--- src/rtl/bram_dual_requester_arbiter.sv ---
// Shares one dual-port BRAM (port 0 read, port 1 write) between two kernels with independent round-robin arbiters.
// Optional conflict statistics are enabled by defining BRAM_ARB_STATS_EN.
module bram_dual_requester_arbiter #(
    parameter int DATA_WIDTH = 32,
    parameter int ADDR_WIDTH = 32
) (
    input  logic                    clk,
    input  logic                    rst,
    input  logic [1:0]              ldreq_valid,
    output logic [1:0]              ldreq_ready,
    input  logic [2*ADDR_WIDTH-1:0] ldreq_addr,
    output logic [1:0]              ldresp_valid,
    input  logic [1:0]              ldresp_ready,
    output logic [2*DATA_WIDTH-1:0] ldresp_data,
    input  logic [1:0]              streq_valid,
    output logic [1:0]              streq_ready,
    input  logic [2*ADDR_WIDTH-1:0] streq_addr,
    input  logic [2*DATA_WIDTH-1:0] streq_data,
    output logic                    ce0,
    output logic                    we0,
    output logic [ADDR_WIDTH-1:0]   address0,
    input  logic [DATA_WIDTH-1:0]   din0,
    output logic                    ce1,
    output logic                    we1,
    output logic [ADDR_WIDTH-1:0]   address1,
    output logic [DATA_WIDTH-1:0]   dout1
`ifdef BRAM_ARB_STATS_EN
    ,
    output logic [15:0]             stat_ld_conflicts,
    output logic [15:0]             stat_st_conflicts
`endif
);

    logic                  ld_ptr_reg;
    logic                  st_ptr_reg;
    logic [1:0]            inflight_reg;
    logic [1:0]            resp_valid_reg;
    logic [DATA_WIDTH-1:0] resp_data_reg [2];

    logic [ADDR_WIDTH-1:0] ld_addr [2];
    logic [ADDR_WIDTH-1:0] st_addr [2];
    logic [DATA_WIDTH-1:0] st_data [2];

    logic [1:0] ld_elig;
    logic       ld_both;
    logic       ld_any;
    logic       ld_sel;
    logic       st_both;
    logic       st_any;
    logic       st_sel;

    genvar gi;
    generate
        for (gi = 0; gi < 2; gi++) begin : g_req
            assign ld_addr[gi] = ldreq_addr[gi*ADDR_WIDTH +: ADDR_WIDTH];
            assign st_addr[gi] = streq_addr[gi*ADDR_WIDTH +: ADDR_WIDTH];
            assign st_data[gi] = streq_data[gi*DATA_WIDTH +: DATA_WIDTH];

            // A requester may only issue when its response slot is free or being drained this cycle.
            assign ld_elig[gi] = ldreq_valid[gi] & ~inflight_reg[gi]
                               & (~resp_valid_reg[gi] | ldresp_ready[gi]);

            assign ldreq_ready[gi] = ld_any & (ld_sel == 1'(gi));
            assign streq_ready[gi] = st_any & (st_sel == 1'(gi));
            assign ldresp_data[gi*DATA_WIDTH +: DATA_WIDTH] = resp_data_reg[gi];
        end
    endgenerate

    assign ld_both = &ld_elig;
    assign ld_any  = rst & (|ld_elig);
    assign ld_sel  = ld_both ? ld_ptr_reg : ld_elig[1];

    assign st_both = &streq_valid;
    assign st_any  = rst & (|streq_valid);
    assign st_sel  = st_both ? st_ptr_reg : streq_valid[1];

    assign ce0      = ld_any;
    assign we0      = 1'b0;
    assign address0 = ld_any ? ld_addr[ld_sel] : '0;

    assign ce1      = st_any;
    assign we1      = st_any;
    assign address1 = st_any ? st_addr[st_sel] : '0;
    assign dout1    = st_any ? st_data[st_sel] : '0;

    assign ldresp_valid = resp_valid_reg;

    always_ff @(posedge clk or negedge rst) begin
        if (!rst) begin
            ld_ptr_reg <= 1'b0;
            st_ptr_reg <= 1'b0;
        end else begin
            if (ld_any && ld_both) begin
                ld_ptr_reg <= ~ld_sel;
            end
            if (st_any && st_both) begin
                st_ptr_reg <= ~st_sel;
            end
        end
    end

    // din0 belongs to whichever requester was granted on the previous cycle.
    always_ff @(posedge clk or negedge rst) begin
        if (!rst) begin
            inflight_reg   <= 2'b00;
            resp_valid_reg <= 2'b00;
            for (int i = 0; i < 2; i++) begin
                resp_data_reg[i] <= '0;
            end
        end else begin
            inflight_reg <= ldreq_ready;
            for (int i = 0; i < 2; i++) begin
                if (inflight_reg[i]) begin
                    resp_valid_reg[i] <= 1'b1;
                    resp_data_reg[i]  <= din0;
                end else if (resp_valid_reg[i] && ldresp_ready[i]) begin
                    resp_valid_reg[i] <= 1'b0;
                end
            end
        end
    end

`ifdef BRAM_ARB_STATS_EN
    logic [15:0] ld_conf_reg;
    logic [15:0] st_conf_reg;

    always_ff @(posedge clk or negedge rst) begin
        if (!rst) begin
            ld_conf_reg <= '0;
            st_conf_reg <= '0;
        end else begin
            if (ld_both && ld_conf_reg != 16'hFFFF) begin
                ld_conf_reg <= ld_conf_reg + 16'd1;
            end
            if (st_both && st_conf_reg != 16'hFFFF) begin
                st_conf_reg <= st_conf_reg + 16'd1;
            end
        end
    end

    assign stat_ld_conflicts = ld_conf_reg;
    assign stat_st_conflicts = st_conf_reg;
`endif

endmodule

--- config.mk ---
export PLATFORM = sky130hd
export DESIGN_NAME = bram_dual_requester_arbiter
export DESIGN_NICKNAME = d
export VERILOG_FILES = /design/src/rtl/bram_dual_requester_arbiter.sv
export SDC_FILE = /design/constraint.sdc
export NUM_CORES = 1
export LEC_CHECK = 0
export ABC_AREA = 1
export CAP_MARGIN = 15
export CORE_AREA = 2 2 158 160
export DETAILED_ROUTE_END_ITERATION = 10
export DIE_AREA = 0 0 160 162
export SLEW_MARGIN = 0
export SYNTH_ARGS = -nofsm -noshare
export SYNTH_HDL_FRONTEND = slang
export SYNTH_SLANG_ARGS = --single-unit
export TNS_END_PERCENT = 1
--- constraint.sdc ---
create_clock -name clk -period 2.24 [get_ports clk]
set_clock_uncertainty 0.2 [all_clocks]
set_input_delay 0.224 -clock clk [delete_from_list [all_inputs] [get_ports clk]]
set_output_delay 0.224 -clock clk [all_outputs]
set_load 0.03 [all_outputs]
======== Word level (Yosys, flattened, before mapping) ========
Index checks and enable logic that the tools add are counted.
word-level totals
  bits in registers ....................... 70
  output and inout bits ................... 170
operators by class
  order comparisons ....................... 2
  reduce and logical (&&, ||, !) cells .... 10
  bitwise gates (word level) .............. 20
  multiplexer cells ....................... 18
operator list
  kind                number
  $mux 32             12
  $and 1x1->1         10
  $mux 1              6
  $not 1->1           6
  $ge 2x2->1 const B  2
  $logic_and 1x1->1   4
  $not 1->2           2
  $reduce_and 2->1    2
  $reduce_bool 2->1   2
  $reduce_or 2->1     2
  $or 1x1->1          2

======== Depth between registers and ports, before layout ========
  depth in word-level cells ............... 10
  gate-level depth with buffers ........... 9
  depth with buffers taken out ............ 7

======== Worst setup path after synthesis ========
OpenSTA, ideal clock, no wires.
  path type ............................... register -> output
  start point ............................. register resp_valid_reg[1] (netlist: ldresp_valid[1])
  end point ............................... output port ce0
  buffers on the path ..................... 0
  cell stages (with the launch flop) ...... 4
  data required time ...................... 1.816 ns
  slack ................................... 0.375 ns
  arrival ................................. 1.441 ns
  cell sequence ........................... dfrtp_1 nand2_1 nand2_2 o21ai_0
between the ends
  cells in the longest elaborated chain, start to end .. 5
ends and longest elaborated chain
  item                              line  text
  start: declaration                37    logic [1:0] resp_valid_reg;
  start signal: assignment          106   resp_valid_reg <= 2'b00;
  start signal: indexed assignment  114   resp_valid_reg[i] <= 1'b1;
  start signal: indexed assignment  117   resp_valid_reg[i] <= 1'b0;
  $not 1->1                         61    & (~resp_valid_reg[gi] | ldresp_ready[gi]);
  $or 1x1->1                        61
  $and 1x1->1                       61
  $reduce_or 2->1                   70    assign ld_any = rst & (|ld_elig);
  $and 1x1->1                       70
  end: declaration                  19    output logic ce0,
Every way passes these cells.

======== Worst setup path after layout ========
  start point ............................. register resp_valid_reg[1] (netlist: ldresp_valid[1])
  end point ............................... output port address0[19]
between the ends
  cells in the longest elaborated chain, start to end .. 10
  elaborated cells between the ends (all ways) .. 12
  classes of those cells .................. mux (5); bitwise (5); reduce/logical (2)
ends and longest elaborated chain
  item                                        line  text
  $not 1->1 *                                 61
  $or 1x1->1 *                                61
  $and 1x1->1 *                               61
  $reduce_and 2->1                            69    assign ld_both = &ld_elig;
  $mux 1                                      71    assign ld_sel = ld_both ? ld_ptr_reg : ld_elig[1];
  $not 1->2 (implied by the code)             79    assign address0 = ld_any ? ld_addr[ld_sel] : '0;
  $mux 32 (implied by the code) (3 in a row)  79
  $mux 32 *                                   79
  end: declaration                            21    output logic [ADDR_WIDTH-1:0] address0,
Mark *: on every way between the ends. The rest lies on a longest branch, timed or not. The select of a mux whose other input is x is not followed.

==> results.cfg <==
[worst_setup_path]
r2r-start = inflight_reg[1]
worstPathArrival_ns = 1.68
worst-path-max-fanout = 33
reg2reg_depth = 5
rrSetupSlack_ns = 0.66
critPathLaunchType = flip-flop
critPathKind = flip-flop to primary output
worstSetupEndpointType = primary output
reg2reg_to = ldresp_data[32]
required_ns = 1.82

[drt]
dr.first_iter.drc_count = 292
vias = 5375
routed_wl_um = 20900
ant_nets = 0
drt_pre_antenna_iters = 4
wl_per_cell_um = 15.4
remaining_drc_errors = 0
avgViaCountPerCell = 3.96

[power]
power_mw = 7.38
peakVddDrop_v = 0.000620
p_per_area_nw_per_um2 = 835
power_leakage_nw = 4.39

[final_layout]
largest_reg_flops = 64
final_area_um2 = 8840
regArea_um2 = 1750
finalCoreUtilization_pct = 36.7
fill_cells = 2522
drive_above_1_share_pct = 15.1
multi_input_comb_area_um2 = 2040
antenna_cells = 0
synthToLayoutAreaGrowth_pct = 116
num-nets-final = 1259

[floorplanning]
rows = 57
die_h_um = 162
initial_core_util_pct = 17.0
die_width_um = 160
core_um2 = 24100
die-area_um2 = 25900
ios = 402

[global_routing]
grt_overflow_total = 0
antenna_found_initial = 1
grt_max_degree = 59
track_usage_pct = 15.2
grt_pass1_wl_um = 30900
grt_pass1_vias = 5292

[sta]
min_period_over_period_pct = 94.0
min_period_ns = 2.11
slew_headroom_pct = 46.1
hold_viol_final = 0
finalMaxSlewViolations = 0
fmax_ghz = 0.475
holdWs_ns = 0.123
tightest_slew_ns = 0.809
finalSetupViolCount = 0

[logic_synthesis]
syn-num-nets = 862
synth_top_area_share_pct = 42.9
synth_warnings = 0
synth-edff-count = 0
async_reset_ff_share_pct = 100
synthCells = 630
syn_area_per_cell_um2 = 6.49
ys_seq_elements = 70
syn_area_um2 = 4090
ys.flop_type = dfrtp_1
synth_most_common_cell = nand2_1
synth_top_cells_by_area = dfrtp_1 (43%), nand2_1 (39%), nand3_1 (8.3%), buf_6 (2.8%), buf_2 (1.6%)
yosysTopAreaCell = dfrtp_1
yosysSeqAreaShare_pct = 42.9
synthTopCellsByCount = nand2_1 (425), dfrtp_1 (70), nand3_1 (68)
synth_cell_types = 20

[hold_path]
min_path_type = input port to flip-flop
worstHoldStart = rst
min_to = inflight_reg[0]
hold_depth = 3

[clocking]
cts_made_buffers = 9
clk_pin_slew_ns = 0.06
cts.sinks = 70
clkLatencyLatePin_ns = 0.33
cts_tree = done
clk_path_buf_depth = 2
cts_root_buf = clkbuf_16
h-tree-depth = 3

[placed_design]
dpl.hpwl_um = 16700
io_buffers = 400
gp_congestion = 0.834
postPlaceCellArea_um2 = 8480

[flow_run]
maxCapViolCount = 0

[run_status]
status = finished clean
## through the flow
step	setup TNS, ns	setup WS [ns]	instances
floorplan	0	0.375	630
global route	-0.00494	-0.00494	1356
CTS	0	0.0328	1355
finish	0	0.134	1356
global placement	0	0.0863	1338
detailed placement	0	0.0927	1338
## placed cells by master (no fill, tap or decap)
master | netlist | final
inv_2 | 3 | 2
clkbuf_16 | 0 | 10
bufinv_16 | 0 | 1
clkdlybuf4s50_1 | 0 | 296
xor2_1 | 1 | 1
buf_6 | 10 | 3
nand2_1 | 425 | 424
inv_1 | 8 | 8
buf_4 | 5 | 102
nor2_4 | 2 | 3
clkinvlp_4 | 0 | 3
o21bai_1 | 1 | 1
o21ai_0 | 1 | 1
and2_1 | 1 | 1
dfrtp_1 | 70 | 70
nand2_2 | 1 | 2
buf_12 | 0 | 25
inv_6 | 0 | 1
a31oi_1 | 1 | 1
dlygate4sd3_1 | 0 | 1
conb_1 | 1 | 1
clkinv_4 | 0 | 2
nor2_1 | 3 | 2
nand3_1 | 68 | 68
clkbuf_1 | 12 | 1
nor2_2 | 2 | 2
## layer usage
| layer | routed length (µm) | track usage (%) | part of all wire (%) | up-vias |
|---|---|---|---|---|
| met5 | 0 | 0 | 0 | - |
| li1 | - | - | - | 2719 |
| met1 | 7930 | 16.6 | 38 | 2425 |
| met3 | 1800 | 5.82 | 8.6 | 18 |
| met4 | 257 | 3.07 | 1.2 | 0 |
| met2 | 10900 | 28.0 | 52 | 213 |
## worst max-delay path: stages, from the launching register on
cell and delay, ns:
dfrtp_1 0.39, nand2_1 0.15, nand2_2 0.11, nor2_4 0.11, buf_12 0.19, nand3_1 0.08, nand2_1 0.11, buf_4 0.17
## layout make-up
cell class                      count  share of cell area (%)
Multi-Input combinational cell    507                    23.0
Sequential cell                    70                    19.8
Clock inverter                      6                   0.793
Timing Repair Buffer              428                    48.6
Tap cell                          324                    4.59
Clock buffer                       10                    2.59
Inverter                           11                   0.524
## where the power goes
group / switching [mW] / internal, mW / total (mW) / leakage [nW]
clock: 0.588 / 0.869 / 1.46 / 0.135
combinational: 2.31 / 1.71 / 4.02 / 3.39
sequential: 0.226 / 1.67 / 1.90 / 0.868
## logic make-up (layout without fill, tap and decap cells)
group	count (synthesis)	count (layout)	synth area share, %
AOI/OAI and AO/OA	3	3	0.459
DFF	70	70	42.9
buffers and inverters	53	455	7.56
and+or+nand+nor	502	502	48.8
xor gates and xnor gates	1	1	0.214
other	1	1	0.0918
## worst max-delay path by stage
| stage | startpoint | to | slack, ns | cells after the start |
|---|---|---|---|---|
| after detailed placement | streq_valid[0] | address1[15] | 0.09 | 9 |
| final | ldresp_valid[1] | address0[19] | 0.13 | 7 |
| after global routing | st_ptr_reg | dout1[17] | -0.005 | 9 |
| after CTS | st_ptr_reg | address1[15] | 0.03 | 9 |
| after global placement | streq_valid[0] | address1[15] | 0.09 | 9 |
| after floorplan | ldresp_valid[1] | ce0 | 0.38 | 3 |
## what timing repair did
item,4_1_cts,5_1_grt
setup buffers,0,0
endpoints found under the setup margin,0,58
gates resized for setup,0,6
hold buffers,1,0
hold endpoints to repair,56,0
No activity file was read; power rests on OpenSTA's default activity.
